## config.mk

```make
export PLATFORM = sky130hd
export DESIGN_NAME = raster_fetch_flat
export DESIGN_NICKNAME = d
export VERILOG_FILES = /design/src/rtl/raster_fetch_pkg.sv /design/src/rtl/raster_fetch_if.sv /design/src/rtl/raster_fetch.sv /design/src/flat_wrapper.sv
export SDC_FILE = /design/constraint.sdc
export NUM_CORES = 1
export LEC_CHECK = 0
export ABC_AREA = 1
export BUFFER_PORTS_ARGS = -buffer_cell sky130_fd_sc_hd__buf_4
export CAP_MARGIN = 20
export CORE_AREA = 2 2 180 182
export CTS_CLUSTER_SIZE = 30
export DETAILED_ROUTE_END_ITERATION = 7
export DIE_AREA = 0 0 182 184
export PLACE_DENSITY = 0.82
export SYNTH_ARGS = -nofsm -noshare
export SYNTH_HDL_FRONTEND = slang
export SYNTH_SLANG_ARGS = --single-unit
```

## constraint.sdc

```tcl
create_clock -name clk -period 3.9 [get_ports clk]
set_input_delay 0.78 -clock clk [delete_from_list [all_inputs] [get_ports clk]]
set_output_delay 0.78 -clock clk [all_outputs]
set_load 0.01 [all_outputs]
```

## src/rtl/raster_fetch_pkg.sv

```systemverilog
// Payload types shared by the raster fetch engine and its triangle stream.
package raster_fetch_pkg;

    typedef struct packed {
        logic [15:0] x;
        logic [15:0] y;
        logic [15:0] z;
    } vertex_t;

    typedef struct packed {
        logic [15:0] sx;
        logic [15:0] sy;
        logic [15:0] tx;
        logic [15:0] ty;
    } transform_t;

endpackage

```

## src/rtl/raster_fetch_if.sv

```systemverilog
// Assembled-triangle valid/ready stream from raster_fetch to the rasterizer.
interface raster_fetch_if #(
    parameter int unsigned INST_W = 8
) ();
    import raster_fetch_pkg::*;

    logic              out_valid;
    logic              out_ready;
    vertex_t           out_v0;
    vertex_t           out_v1;
    vertex_t           out_v2;
    transform_t        out_transform;
    logic [INST_W-1:0] out_inst_id;

    modport master (
        output out_valid, out_v0, out_v1, out_v2, out_transform, out_inst_id,
        input  out_ready
    );

    modport slave (
        input  out_valid, out_v0, out_v1, out_v2, out_transform, out_inst_id,
        output out_ready
    );

endinterface

```

## src/rtl/raster_fetch.sv

```systemverilog
// Walks instances and their triangle buffers, fetches the three vertices of
// every triangle and streams them with the instance transform.
module raster_fetch
    import raster_fetch_pkg::*;
#(
    parameter int unsigned MAX_VERT     = 8192,
    parameter int unsigned MAX_TRI      = 8192,
    parameter int unsigned MAX_INST     = 256,
    parameter int unsigned MAX_VERT_CNT = 4096,
    parameter int unsigned MAX_TRI_CNT  = 4096,
    parameter int unsigned VERT_ADDR_W  = $clog2(MAX_VERT),
    parameter int unsigned TRI_ADDR_W   = $clog2(MAX_TRI),
    parameter int unsigned INST_W       = $clog2(MAX_INST),
    parameter int unsigned VIDX_W       = $clog2(MAX_VERT_CNT),
    parameter int unsigned TIDX_W       = $clog2(MAX_TRI_CNT),
    parameter int unsigned TRI_W        = 3 * VIDX_W,
    parameter int unsigned DESC_LAT     = 3
) (
    input  logic                   clk,
    input  logic                   rst_raster_n,
    input  logic                   start,
    input  logic [INST_W:0]        num_inst,
    output logic                   busy,
    output logic                   done,
    output logic [INST_W-1:0]      inst_id_rd,
    output logic [VERT_ADDR_W-1:0] vert_addr_rd,
    output logic [TRI_ADDR_W-1:0]  tri_addr_rd,
    input  logic [VERT_ADDR_W-1:0] curr_vert_base_in,
    input  logic [VIDX_W-1:0]      curr_vert_count_in,
    input  logic [TRI_ADDR_W-1:0]  curr_tri_base_in,
    input  logic [TIDX_W-1:0]      curr_tri_count_in,
    input  logic [TRI_W-1:0]       idx_tri_in,
    input  vertex_t                vert_in,
    input  transform_t             transform_in,
    raster_fetch_if.master         out_if,
    output logic                   oob_err
);

    localparam int unsigned WAIT_W = (DESC_LAT > 0) ? $clog2(DESC_LAT + 1) : 1;

    localparam logic [3:0] S_IDLE      = 4'd0;
    localparam logic [3:0] S_INST_WAIT = 4'd1;
    localparam logic [3:0] S_TRI_ADDR  = 4'd2;
    localparam logic [3:0] S_V0_ADDR   = 4'd3;
    localparam logic [3:0] S_V1_ADDR   = 4'd4;
    localparam logic [3:0] S_V2_ADDR   = 4'd5;
    localparam logic [3:0] S_V_CAP     = 4'd6;
    localparam logic [3:0] S_EMIT      = 4'd7;
    localparam logic [3:0] S_NEXT_INST = 4'd8;
    localparam logic [3:0] S_DONE      = 4'd9;

    logic [3:0]             state_q,    state_d;
    logic [WAIT_W-1:0]      wait_q,     wait_d;
    logic [INST_W-1:0]      inst_ctr_q, inst_ctr_d;
    logic [TIDX_W-1:0]      tri_ctr_q,  tri_ctr_d;
    logic [VERT_ADDR_W-1:0] vbase_q,    vbase_d;
    logic [VIDX_W-1:0]      vcnt_q,     vcnt_d;
    logic [TRI_ADDR_W-1:0]  tbase_q,    tbase_d;
    logic [TIDX_W-1:0]      tcnt_q,     tcnt_d;
    transform_t             xform_q,    xform_d;
    logic [VIDX_W-1:0]      i0_q, i0_d, i1_q, i1_d, i2_q, i2_d;
    vertex_t                v0_q, v0_d, v1_q, v1_d, v2_q, v2_d;
    logic                   busy_q,  busy_d;
    logic                   done_q,  done_d;
    logic                   oob_q,   oob_d;
    logic                   valid_q, valid_d;
    logic                   tri_more;
    logic                   inst_more;

    always_ff @(posedge clk or negedge rst_raster_n) begin
        if (!rst_raster_n) begin
            state_q    <= S_IDLE;
            wait_q     <= '0;
            inst_ctr_q <= '0;
            tri_ctr_q  <= '0;
            vbase_q    <= '0;
            vcnt_q     <= '0;
            tbase_q    <= '0;
            tcnt_q     <= '0;
            xform_q    <= '0;
            i0_q       <= '0;
            i1_q       <= '0;
            i2_q       <= '0;
            v0_q       <= '0;
            v1_q       <= '0;
            v2_q       <= '0;
            busy_q     <= 1'b0;
            done_q     <= 1'b0;
            oob_q      <= 1'b0;
            valid_q    <= 1'b0;
        end else begin
            state_q    <= state_d;
            wait_q     <= wait_d;
            inst_ctr_q <= inst_ctr_d;
            tri_ctr_q  <= tri_ctr_d;
            vbase_q    <= vbase_d;
            vcnt_q     <= vcnt_d;
            tbase_q    <= tbase_d;
            tcnt_q     <= tcnt_d;
            xform_q    <= xform_d;
            i0_q       <= i0_d;
            i1_q       <= i1_d;
            i2_q       <= i2_d;
            v0_q       <= v0_d;
            v1_q       <= v1_d;
            v2_q       <= v2_d;
            busy_q     <= busy_d;
            done_q     <= done_d;
            oob_q      <= oob_d;
            valid_q    <= valid_d;
        end
    end

    // Next-state logic; read addresses are combinational from state.
    always_comb begin
        state_d      = state_q;
        wait_d       = wait_q;
        inst_ctr_d   = inst_ctr_q;
        tri_ctr_d    = tri_ctr_q;
        vbase_d      = vbase_q;
        vcnt_d       = vcnt_q;
        tbase_d      = tbase_q;
        tcnt_d       = tcnt_q;
        xform_d      = xform_q;
        i0_d         = i0_q;
        i1_d         = i1_q;
        i2_d         = i2_q;
        v0_d         = v0_q;
        v1_d         = v1_q;
        v2_d         = v2_q;
        busy_d       = busy_q;
        done_d       = 1'b0;
        oob_d        = oob_q;
        valid_d      = valid_q;
        tri_addr_rd  = '0;
        vert_addr_rd = '0;
        tri_more     = ((TIDX_W+1)'(tri_ctr_q) + (TIDX_W+1)'(1)) < (TIDX_W+1)'(tcnt_q);
        inst_more    = ((INST_W+1)'(inst_ctr_q) + (INST_W+1)'(1)) < num_inst;

        case (state_q)
            S_IDLE: begin
                if (start) begin
                    inst_ctr_d = '0;
                    oob_d      = 1'b0;
                    busy_d     = 1'b1;
                    wait_d     = '0;
                    state_d    = (num_inst == '0) ? S_DONE : S_INST_WAIT;
                end
            end
            S_INST_WAIT: begin
                wait_d = wait_q + WAIT_W'(1);
                if (wait_q == WAIT_W'(DESC_LAT)) begin
                    wait_d    = '0;
                    vbase_d   = curr_vert_base_in;
                    vcnt_d    = curr_vert_count_in;
                    tbase_d   = curr_tri_base_in;
                    tcnt_d    = curr_tri_count_in;
                    xform_d   = transform_in;
                    tri_ctr_d = '0;
                    state_d   = (curr_tri_count_in == '0) ? S_NEXT_INST : S_TRI_ADDR;
                end
            end
            S_TRI_ADDR: begin
                tri_addr_rd = tbase_q + TRI_ADDR_W'(tri_ctr_q);
                state_d     = S_V0_ADDR;
            end
            S_V0_ADDR: begin
                i0_d         = idx_tri_in[3*VIDX_W-1 -: VIDX_W];
                i1_d         = idx_tri_in[2*VIDX_W-1 -: VIDX_W];
                i2_d         = idx_tri_in[VIDX_W-1:0];
                vert_addr_rd = vbase_q + VERT_ADDR_W'(idx_tri_in[3*VIDX_W-1 -: VIDX_W]);
                state_d      = S_V1_ADDR;
            end
            S_V1_ADDR: begin
                v0_d         = vert_in;
                vert_addr_rd = vbase_q + VERT_ADDR_W'(i1_q);
                state_d      = S_V2_ADDR;
            end
            S_V2_ADDR: begin
                v1_d         = vert_in;
                vert_addr_rd = vbase_q + VERT_ADDR_W'(i2_q);
                state_d      = S_V_CAP;
            end
            S_V_CAP: begin
                v2_d = vert_in;
                // Out-of-range triangles are dropped but still consume a slot.
                if ((i0_q >= vcnt_q) || (i1_q >= vcnt_q) || (i2_q >= vcnt_q)) begin
                    oob_d     = 1'b1;
                    tri_ctr_d = tri_ctr_q + TIDX_W'(1);
                    state_d   = tri_more ? S_TRI_ADDR : S_NEXT_INST;
                end else begin
                    valid_d = 1'b1;
                    state_d = S_EMIT;
                end
            end
            S_EMIT: begin
                if (out_if.out_ready) begin
                    valid_d   = 1'b0;
                    tri_ctr_d = tri_ctr_q + TIDX_W'(1);
                    state_d   = tri_more ? S_TRI_ADDR : S_NEXT_INST;
                end
            end
            S_NEXT_INST: begin
                inst_ctr_d = inst_ctr_q + INST_W'(1);
                wait_d     = '0;
                state_d    = inst_more ? S_INST_WAIT : S_DONE;
            end
            S_DONE: begin
                busy_d  = 1'b0;
                done_d  = 1'b1;
                state_d = S_IDLE;
            end
            default: state_d = S_IDLE;
        endcase
    end

    assign inst_id_rd           = inst_ctr_q;
    assign busy                 = busy_q;
    assign done                 = done_q;
    assign oob_err              = oob_q;
    assign out_if.out_valid     = valid_q;
    assign out_if.out_v0        = v0_q;
    assign out_if.out_v1        = v1_q;
    assign out_if.out_v2        = v2_q;
    assign out_if.out_transform = xform_q;
    assign out_if.out_inst_id   = inst_ctr_q;

endmodule

```

## src/flat_wrapper.sv

```systemverilog
// flat-port wrapper written by rule: the top's interface ports become plain ports
module raster_fetch_flat import raster_fetch_pkg::*;
#(
    parameter int unsigned MAX_VERT     = 8192,
    parameter int unsigned MAX_TRI      = 8192,
    parameter int unsigned MAX_INST     = 256,
    parameter int unsigned MAX_VERT_CNT = 4096,
    parameter int unsigned MAX_TRI_CNT  = 4096,
    parameter int unsigned VERT_ADDR_W  = $clog2(MAX_VERT),
    parameter int unsigned TRI_ADDR_W   = $clog2(MAX_TRI),
    parameter int unsigned INST_W       = $clog2(MAX_INST),
    parameter int unsigned VIDX_W       = $clog2(MAX_VERT_CNT),
    parameter int unsigned TIDX_W       = $clog2(MAX_TRI_CNT),
    parameter int unsigned TRI_W        = 3 * VIDX_W,
    parameter int unsigned DESC_LAT     = 3
)
  (clk, rst_raster_n, start, num_inst, busy, done, inst_id_rd, vert_addr_rd, tri_addr_rd, curr_vert_base_in, curr_vert_count_in, curr_tri_base_in, curr_tri_count_in, idx_tri_in, vert_in, transform_in, oob_err, out_if_out_valid, out_if_out_v0, out_if_out_v1, out_if_out_v2, out_if_out_transform, out_if_out_inst_id, out_if_out_ready);
  raster_fetch_if #(.INST_W(INST_W)) out_if_i ();
  input  logic clk;
  input  logic rst_raster_n;
  input  logic start;
  input  logic [INST_W:0] num_inst;
  output logic busy;
  output logic done;
  output logic [INST_W-1:0] inst_id_rd;
  output logic [VERT_ADDR_W-1:0] vert_addr_rd;
  output logic [TRI_ADDR_W-1:0] tri_addr_rd;
  input  logic [VERT_ADDR_W-1:0] curr_vert_base_in;
  input  logic [VIDX_W-1:0] curr_vert_count_in;
  input  logic [TRI_ADDR_W-1:0] curr_tri_base_in;
  input  logic [TIDX_W-1:0] curr_tri_count_in;
  input  logic [TRI_W-1:0] idx_tri_in;
  input  vertex_t vert_in;
  input  transform_t transform_in;
  output logic oob_err;
  output wire logic [$bits(out_if_i.out_valid)-1:0] out_if_out_valid;
  output wire logic [$bits(out_if_i.out_v0)-1:0] out_if_out_v0;
  output wire logic [$bits(out_if_i.out_v1)-1:0] out_if_out_v1;
  output wire logic [$bits(out_if_i.out_v2)-1:0] out_if_out_v2;
  output wire logic [$bits(out_if_i.out_transform)-1:0] out_if_out_transform;
  output wire logic [$bits(out_if_i.out_inst_id)-1:0] out_if_out_inst_id;
  input wire logic [$bits(out_if_i.out_ready)-1:0] out_if_out_ready;
  assign out_if_out_valid = out_if_i.out_valid;
  assign out_if_out_v0 = out_if_i.out_v0;
  assign out_if_out_v1 = out_if_i.out_v1;
  assign out_if_out_v2 = out_if_i.out_v2;
  assign out_if_out_transform = out_if_i.out_transform;
  assign out_if_out_inst_id = out_if_i.out_inst_id;
  assign out_if_i.out_ready = out_if_out_ready;
  raster_fetch #(.MAX_VERT(MAX_VERT), .MAX_TRI(MAX_TRI), .MAX_INST(MAX_INST), .MAX_VERT_CNT(MAX_VERT_CNT), .MAX_TRI_CNT(MAX_TRI_CNT), .VERT_ADDR_W(VERT_ADDR_W), .TRI_ADDR_W(TRI_ADDR_W), .INST_W(INST_W), .VIDX_W(VIDX_W), .TIDX_W(TIDX_W), .TRI_W(TRI_W), .DESC_LAT(DESC_LAT)) u_core (.clk(clk), .rst_raster_n(rst_raster_n), .start(start), .num_inst(num_inst), .busy(busy), .done(done), .inst_id_rd(inst_id_rd), .vert_addr_rd(vert_addr_rd), .tri_addr_rd(tri_addr_rd), .curr_vert_base_in(curr_vert_base_in), .curr_vert_count_in(curr_vert_count_in), .curr_tri_base_in(curr_tri_base_in), .curr_tri_count_in(curr_tri_count_in), .idx_tri_in(idx_tri_in), .vert_in(vert_in), .transform_in(transform_in), .out_if(out_if_i), .oob_err(oob_err));
endmodule
```

==> impl_metrics.tcl, run 1 <==
set metrics [dict create \
    status "finished, final reports clean" \
    routedWlPerCell_um 18.5 \
    seq_area_frac_synth_pct 53.3 \
    start_util_pct 48.5 \
    grt.total_usage_pct 26.9 \
    hold_viol 0 \
    rsz0062_at_grt "true" \
    clk_latency_ns 0.53 \
    postSynthCellCount 1575 \
    cts_made_buffers 38 \
    path_class "flip-flop to output pin" \
    fin_setup_tns_ns 0 \
    r2r_slack_ns 1.30 \
    yosys-top-cells-count "dfrtp_1 (324), nand2_1 (324), o21ai_0 (183)" \
    final_max_slew_viol_count 0 \
    power.density_nw_per_um2 854 \
    use_met3_pct 7.55 \
    grt_use_met2_pct 46.5 \
    synth_warnings 0 \
    holdCritPathClass "input port to asynchronous set/reset pin" \
    routabilityCongestion 0.861 \
    use_met1_pct 31.5 \
    grt-ovfl-total 0 \
    synth.distinct_cells 41 \
    critical_path.endpoint_type "output pin" \
    fin_crit_ns 3.84 \
    holdBufCountCts 0 \
    nFillCells 2425 \
    pre_cts_ws_ns 0.196 \
    grt_first_pass_wirelength_um 70700 \
    ys_seq_elements 324 \
    htreeDepth 2 \
    vdd_drop_max_v 0.000540 \
    avgSynthCellArea_um2 9.66 \
    routed_wl_um 45900 \
    required_ns 3.12 \
    ant_nets 0 \
    cts_root_buffer "clkbuf_16" \
    die_area_um2 33500 \
    multi_input_area_um2 6360 \
    tightest_slew_ns 0.906 \
    crit_chain "nor2_2 -> inv_1 -> nor2_4 -> inv_4 -> nor2_2 -> nor2_4 -> ha_4 -> inv_1 -> o21bai_2 -> nand3_1 -> nand2_2 -> a21oi_4 -> nor2_1 -> nor2_1 -> xor2_1 -> nor2_2 -> buf_4" \
    synthArstFlopShare_pct 100 \
    dr.pass1.iters 5 \
    fmax_mhz 260 \
    drc 0 \
    nNetsFinal 2338 \
    path_max_fanout 10 \
    synth_edf_count 0 \
    vias 13000 \
    clk_pin_slew_ns 0.06 \
    drv_cap 0 \
    synth_top_area_share_pct 53.3 \
    syn-cell-area_um2 15200 \
    maxSlewHeadroom_pct 39.6 \
    die_h_um 184 \
    drt-initial-drc-count 854 \
    grt_start_max_net_pins 110 \
    clock_skew_ns 0.0120 \
    setup_viol 0 \
    cts_tree "yes" \
    io_buffers 464 \
    coreArea_um2 31400 \
    cp_common_cell "nor2_2" \
    p_leak_nw 10.8 \
    dieWidth_um 182 \
    period_share_pct 98.6 \
    grt_pass1_vias 13400 \
    synth-main-ff-cell "dfrtp_1" \
    hpwl_um 33800 \
    layout-drive-gt1-share_pct 35.2 \
    cp_slowest_cell "dfrtp_2" \
    arrival_ns 3.06 \
    worst_setup_path_start_kind "flip-flop" \
    pin_count 465 \
    antenna_found_initial 8 \
    syn2layout_area_growth_pct 35.4 \
    cts.sinks 324 \
    synth_top_area_cell "dfrtp_1" \
    viasPerCell 5.24 \
    synthTopCellsByArea "dfrtp_1 (53%), mux2_2 (9.2%), nand2_1 (8.0%)" \
    syn-num-nets 1871 \
    setup_ws_ns 0.0560 \
    cts_buffer_depth 3 \
    rows 65 \
    top_usage_layer "met2" \
    crit_path_max_incr_delay_ns 0.44 \
    seq_area_um2 8110 \
]
[kinds of logic after synthesis]
family	after synthesis	share of synthesized area [%]
mux	124	9.18
compound gates	273	9.30
buf+inv	239	6.34
simple gates	511	13.7
xor+xnor	19	1.09
fa+ha+maj	85	7.09
flops	324	53.3
[flip-flops by register name, summed over array words and instances (netlist names), 8 cells and up]
| name | count |
|---|---|
| u_core.out_if.out_transform | 64 |
| u_core.out_if.out_v0 | 48 |
| u_core.out_if.out_v1 | 48 |
| u_core.out_if.out_v2 | 48 |
| u_core.tbase_q | 13 |
| u_core.vbase_q | 13 |
| u_core.i0_q | 12 |
| u_core.i1_q | 12 |
| u_core.i2_q | 12 |
| u_core.tcnt_q | 12 |
| u_core.tri_ctr_q | 12 |
| u_core.vcnt_q | 12 |
| u_core.inst_id_rd | 8 |
[area by class of cell]
| class | count | area share, % |
|---|---|---|
| diodes | 5 | 0.0607 |
| multi-input cells | 1012 | 30.9 |
| inverters | 176 | 3.23 |
| flip-flops and latches | 324 | 39.4 |
| well taps | 402 | 2.44 |
| repair buffers | 490 | 18.2 |
| clock inverters | 14 | 0.589 |
| clock buffers | 55 | 5.27 |
[stage by stage]
step	cells	instance area (um^2)	power (mW)	util (%)	hold WS, ns
finish	2478	20600	17.6	65.6	0.296
CTS	2465	20400	17.3	64.8	0.352
floorplan	1575	15200	10.1	-	0.442
global route	2476	20600	18.8	65.6	0.397
detailed placement	2390	19000	13.6	60.6	0.474
global placement	2390	19000	13.3	60.6	0.467
[critical path: cells and delay by family (launching register included)]
family,cells,cell delay [ns]
adders and majority gates,1,0.28
and+or+nand+nor,9,1.06
DFF,1,0.44
xor gates and xnor gates,1,0.17
AOI/OAI and AO/OA,2,0.19
buffers and inverters,4,0.41
[cells in the final DEF (no fill, tap or decap), drive strengths merged, types with 56 or more instances in the layout]
cell type and count:
nand2 326, inv 177, ha 83, o21ai 186, clkbuf 56, mux2 124, nor2 100, dfrtp 324
buf 489, a21oi 60
[worst paths after layout]
check | startpoint | to | cells after the start
max | u_core.state_q[0] | vert_addr_rd[10] | 17
min | rst_raster_n | u_core.out_if.out_v0[35] | 1
max reg2reg | u_core.tri_ctr_q[4] | u_core.state_q[1] | 15
min reg2reg | u_core.out_if.out_v0[26] | u_core.out_if.out_v0[26] | 2
max in group asynchronous | rst_raster_n | u_core.tcnt_q[1] | 2
min in group clk | transform_in[62] | u_core.out_if.out_transform[62] | 2
[power breakdown]
part / total (mW) / leakage (nW) / switching, mW / internal [mW]
clock network: 3.42 / 0.600 / 1.41 / 2.01
registers: 6.04 / 3.89 / 1.07 / 4.97
logic: 8.13 / 6.30 / 4.32 / 3.81
total: 17.6 / 10.8 / 6.80 / 10.8
[timing repair]
| item | CTS | global route |
|---|---|---|
| endpoints found under the hold margin | 0 | 0 |
| pin swaps | 3 | 10 |
| buffers inserted | 6 | 7 |
| gates resized for setup | 13 | 42 |
| endpoints found under the setup margin | 5 | 8 |
| cloned | 0 | 1 |
[layer usage]
layer / part of all wire [%] / vias to the layer above
li1: - / 6113
met1: 37 / 6269
met2: 50 / 484
met3: 8.5 / 117
met4: 4.0 / 6
met5: 0.089 / -
Note: power is estimated with default switching activity, not from simulation.
==> run 2: changes to the inputs <==
--- a/config.mk
+++ b/config.mk
@@ -8,11 +8,11 @@
 export ABC_AREA = 1
 export BUFFER_PORTS_ARGS = -buffer_cell sky130_fd_sc_hd__buf_4
 export CAP_MARGIN = 20
-export CORE_AREA = 2 2 180 182
+export CORE_AREA = 2 2 178 180
 export CTS_CLUSTER_SIZE = 30
 export DETAILED_ROUTE_END_ITERATION = 7
-export DIE_AREA = 0 0 182 184
-export PLACE_DENSITY = 0.82
+export DIE_AREA = 0 0 180 182
+export PLACE_DENSITY = 0.83
 export SYNTH_ARGS = -nofsm -noshare
 export SYNTH_HDL_FRONTEND = slang
 export SYNTH_SLANG_ARGS = --single-unit
==> constraint.sdc (replaced) <==
create_clock -name clk -period 4.7 [get_ports clk]
set_input_delay 0.94 -clock clk [delete_from_list [all_inputs] [get_ports clk]]
set_output_delay 0.94 -clock clk [all_outputs]
set_load 0.01 [all_outputs]
==> impl_metrics.tcl, run 2 (same netlist as run 1, synthesis figures left out) <==
set metrics [dict create \
    worst_setup_path_start_kind "flip-flop" \
    path_max_fanout 16 \
    tightest_slew_ns 0.980 \
    dr.pass1.iters 5 \
    start_util_pct 49.1 \
    mostFrequentLayoutCell "buf_4" \
    setup_ws_ns 0.381 \
    routabilityCongestion 0.882 \
    p_leak_nw 10.6 \
    fin_total_pwr_mw 14.0 \
    pin_count 465 \
    fmax_mhz 232 \
    status "finished, final reports clean" \
    stdcell_count 2454 \
    placedCellCount 2390 \
    setup_viol 0 \
    hold_viol 0 \
    clk_latency_ns 0.52 \
    holdBufCountCts 0 \
    clk_pin_slew_ns 0.06 \
    nFillCells 2395 \
    clock_skew_ns 0.0151 \
    utilization_pct 64.9 \
    vias 12800 \
    layout-drive-gt1-share_pct 32.4 \
    nNetsFinal 2322 \
    dieWidth_um 180 \
    arrival_ns 3.38 \
    antenna_found_initial 6 \
    rsz0062_at_grt "false" \
    power.density_nw_per_um2 696 \
    cts_made_buffers 36 \
    die_h_um 182 \
    path_class "flip-flop to output pin" \
    post_cts_resized 0 \
    coreArea_um2 31000 \
    maxSlewHeadroom_pct 34.7 \
    holdWs_ns 0.485 \
    multi_input_area_um2 6150 \
    htreeDepth 2 \
    cts_buffer_depth 3 \
    pre_cts_ws_ns 0.772 \
    hpwl_um 33500 \
    drv_cap 0 \
    critical_path.endpoint_type "output pin" \
    vdd_drop_max_v 0.000460 \
    layout.cells.most_common_list "buf_4 (473), dfrtp_1 (324), nand2_1 (323)" \
    die_area_um2 32800 \
    viasPerCell 5.21 \
    post_cts.repair.setup_buffers 0 \
    fin_crit_ns 4.32 \
    stdcell_area_um2 20100 \
    drc 0 \
    seq_area_um2 8110 \
    grt-ovfl-total 0 \
    io_buffers 464 \
    period_share_pct 91.9 \
    dpl_cell_area_um2 19000 \
    routedWlPerCell_um 18.4 \
    grt.total_usage_pct 27.3 \
    grt_first_pass_wirelength_um 71100 \
    holdCritPathClass "flip-flop to flip-flop" \
    grt_pass1_vias 13200 \
    rows 65 \
    cts.sinks 324 \
    required_ns 3.76 \
    cts_root_buffer "clkbuf_16" \
    fin_setup_tns_ns 0 \
    syn2layout_area_growth_pct 32.2 \
    ant_nets 0 \
    routed_wl_um 45100 \
    grt_start_max_net_pins 120 \
    drt-initial-drc-count 839 \
    largest_reg_flops 64 \
    cts_tree "yes" \
    final_max_slew_viol_count 0 \
]
[run 2: cell count changes in the layout (fill, tap and decap cells not counted), moves of 5 or more]
cell | before | now
nor2_1 | 84 | 97
buf_4 | 483 | 473
ha_1 | 75 | 83
clkinv_2 | 8 | 1
nor2_4 | 9 | 2
nor2_2 | 7 | 1
clkbuf_1 | 10 | 15
ha_2 | 5 | 0
[run 2: report_power, final]
| part | internal, mW | switching [mW] | total (mW) |
|---|---|---|---|
| clock network | 1.52 | 1.11 | 2.63 |
| registers | 4.12 | 0.869 | 4.99 |
| logic | 2.95 | 3.42 | 6.37 |
[run 2: final timing paths]
path,slack (ns),to,cells past startpoint,from
worst max-delay path,0.38,vert_addr_rd[10],17,u_core.state_q[0]
worst min-delay path,0.48,u_core.out_if.out_v2[46],2,u_core.out_if.out_v2[46]
min in group asynchronous,0.51,u_core.tri_ctr_q[10],1,rst_raster_n
worst max register to register,2.10,u_core.state_q[1],15,u_core.tri_ctr_q[4]
worst min register to register,0.48,u_core.out_if.out_v2[46],2,u_core.out_if.out_v2[46]
max in group asynchronous,3.04,u_core.out_if.out_transform[52],2,rst_raster_n
[run 2: final cells by class]
type / count / share of cell area, %
clock buffers: 57 / 5.17
multi-input cells: 1012 / 30.6
repair buffers: 476 / 17.9
flip-flops and latches: 324 / 40.3
inverters: 176 / 3.28
clock inverters: 4 / 0.187
well taps: 402 / 2.50
diodes: 3 / 0.0373
[run 2: critical path, stage by stage (launching register included)]
cell	delay (ns)
dfrtp_1	0.45
inv_2	0.05
nor2_2	0.09
inv_2	0.06
nor2_1	0.11
inv_2	0.15
o22ai_1	0.16
a21oi_1	0.08
ha_1	0.22
fa_1	0.40
nand3_1	0.11
nand3_1	0.17
a21oi_1	0.26
nor2_1	0.07
nor2_1	0.11
xor2_1	0.16
nor2_1	0.06
buf_4	0.17
[run 2: routing by layer]
metal	vias to the layer above	routed length [um]	track usage, %	share of wire [%]
met3	107	3720	7.64	8.2
met5	-	34	0	0.075
li1	6064	-	-	-
met4	4	1670	9.95	3.7
met1	6147	17300	32.9	38
met2	474	22400	46.8	50
==> run 3: changes to the inputs <==
--- a/config.mk
+++ b/config.mk
@@ -6,7 +6,7 @@
 export NUM_CORES = 1
 export LEC_CHECK = 0
 export ABC_AREA = 1
-export BUFFER_PORTS_ARGS = -buffer_cell sky130_fd_sc_hd__buf_4
+export BUFFER_PORTS_ARGS = -buffer_cell sky130_fd_sc_hd__buf_2
 export CAP_MARGIN = 20
 export CORE_AREA = 2 2 178 180
 export CTS_CLUSTER_SIZE = 30
==> impl_metrics.tcl, run 3 (same netlist as run 1, synthesis figures left out) <==
set metrics [dict create \
    status "finished, final reports clean" \
    power.density_nw_per_um2 701 \
    placedCellCount 2392 \
    routabilityCongestion 0.910 \
    io_buffers 464 \
    routedWlPerCell_um 17.8 \
    cp_slowest_cell "dfrtp_1" \
    clock_skew_ns 0.0185 \
    htreeDepth 2 \
    cts.sinks 324 \
    nFillCells 2556 \
    cts_tree "yes" \
    cts_made_buffers 36 \
    mostFrequentLayoutCell "buf_2" \
    fmax_mhz 230 \
    coreArea_um2 31000 \
    rows 65 \
    clk_latency_ns 0.52 \
    layout.cells.most_common_list "buf_2 (463), dfrtp_1 (324), nand2_1 (323)" \
    vias 12800 \
    setup_viol 0 \
    dr.pass1.iters 7 \
    required_ns 3.76 \
    hpwl_um 32800 \
    layout-drive-gt1-share_pct 32.7 \
    routed_wl_um 43700 \
    grt.total_usage_pct 26.5 \
    start_util_pct 49.1 \
    arrival_ns 3.41 \
    die_h_um 182 \
    path_max_fanout 33 \
    drv_cap 0 \
    cts_root_buffer "clkbuf_16" \
    grt_pass1_vias 13100 \
    largest_reg_flops 64 \
    cp_common_cell "nor2_1" \
    grt-ovfl-total 0 \
    syn2layout_area_growth_pct 25.0 \
    final_max_slew_viol_count 0 \
    cp_top_family "buffers and inverters" \
    crit_start "u_core.state_q[0]" \
    ant_nets 0 \
    r2r-start "u_core.tri_ctr_q[4]" \
    hold_viol 0 \
    crit_buf_inv 6 \
    crit_path_max_incr_delay_ns 0.44 \
    vdd_drop_max_v 0.000466 \
    drc 0 \
    nNetsFinal 2324 \
    stdcell_count 2458 \
    fin_setup_tns_ns 0 \
    maxSlewHeadroom_pct 40.3 \
    fin_crit_ns 4.35 \
    antenna_found_initial 11 \
    pin_count 465 \
    holdCritPathClass "input port to asynchronous set/reset pin" \
    cts_buffer_depth 3 \
    drt-initial-drc-count 753 \
    die_area_um2 32800 \
    path_class "flip-flop to output pin" \
    post_cts.repair.setup_buffers 0 \
    crit_chain "inv_2 -> nor2_2 -> inv_2 -> nor2_1 -> inv_4 -> buf_6 -> o22ai_1 -> nor2_1 -> ha_1 -> inv_1 -> o21bai_2 -> nand3_1 -> nand2_1 -> a21oi_1 -> nor2_1 -> nor2_1 -> xor2_1 -> nor2_1 -> buf_2" \
    p_leak_nw 10.3 \
    tightest_slew_ns 0.896 \
    clk_pin_slew_ns 0.06 \
    worst_setup_path_start_kind "flip-flop" \
    dieWidth_um 180 \
    grt_first_pass_wirelength_um 69200 \
    period_share_pct 92.5 \
    grt_start_max_net_pins 111 \
    viasPerCell 5.20 \
    critical_path.endpoint_type "output pin" \
]
## run 3: area by class of cell
| type | instances | area (um^2) | share of cell area, % |
|---|---|---|---|
| Sequential cell | 324 | 8110 | 42.6 |
| Antenna cell | 7 | 17.5 | 0.0921 |
| Inverter | 176 | 663 | 3.49 |
| Multi-Input combinational cell | 1012 | 6150 | 32.4 |
| Clock buffer | 51 | 1030 | 5.40 |
| Timing Repair Buffer | 478 | 2450 | 12.9 |
| Tap cell | 402 | 503 | 2.65 |
| Clock inverter | 8 | 88.8 | 0.467 |
## run 3: final timing paths
| path | to | slack, ns | depth (start not counted) |
|---|---|---|---|
| setup / recovery | vert_addr_rd[10] | 0.35 | 19 |
| hold / removal | u_core.tcnt_q[10] | 0.46 | 1 |
| setup reg to reg | u_core.state_q[1] | 2.13 | 15 |
| hold reg to reg | u_core.done | 0.48 | 1 |
| max in group asynchronous | u_core.out_if.out_transform[39] | 3.11 | 2 |
| min in group clk | u_core.done | 0.48 | 1 |
## run 3: timing repair
action	CTS	global route
endpoints found under the hold margin	0	0
endpoints found under the setup margin	0	3
resized for setup	0	3
hold buffers	0	0
## run 3: through the flow
| step | utilization, % | area [um^2] | setup WS (ns) | power, mW | hold WS [ns] |
|---|---|---|---|---|---|
| floorplan | - | 15200 | 1.24 | 8.35 | 0.442 |
| global placement | 57.7 | 17900 | 0.795 | 10.3 | 0.457 |
| detailed placement | 57.7 | 17900 | 0.717 | 10.6 | 0.467 |
| CTS | 61.3 | 19000 | 0.156 | 13.4 | 0.481 |
| global route | 61.3 | 19000 | -0.00898 | 14.4 | 0.498 |
| finish | 61.4 | 19000 | 0.353 | 13.3 | 0.463 |
## run 3: metal layers
layer  vias to the layer above  track usage [%]  wire [um]
met3                       104             7.78       3730
met5                         -                0         27
li1                       6081                -          -
met4                         4             9.30       1360
met1                      6100             32.4      17000
met2                       490             44.9      21600
## run 3: where the power goes
part           total (mW)  leakage [nW]  internal, mW  switching (mW)
logic                5.71          5.87          2.36            3.36
clock network        2.68         0.541          1.58            1.11
registers            4.94          3.89          4.12           0.820
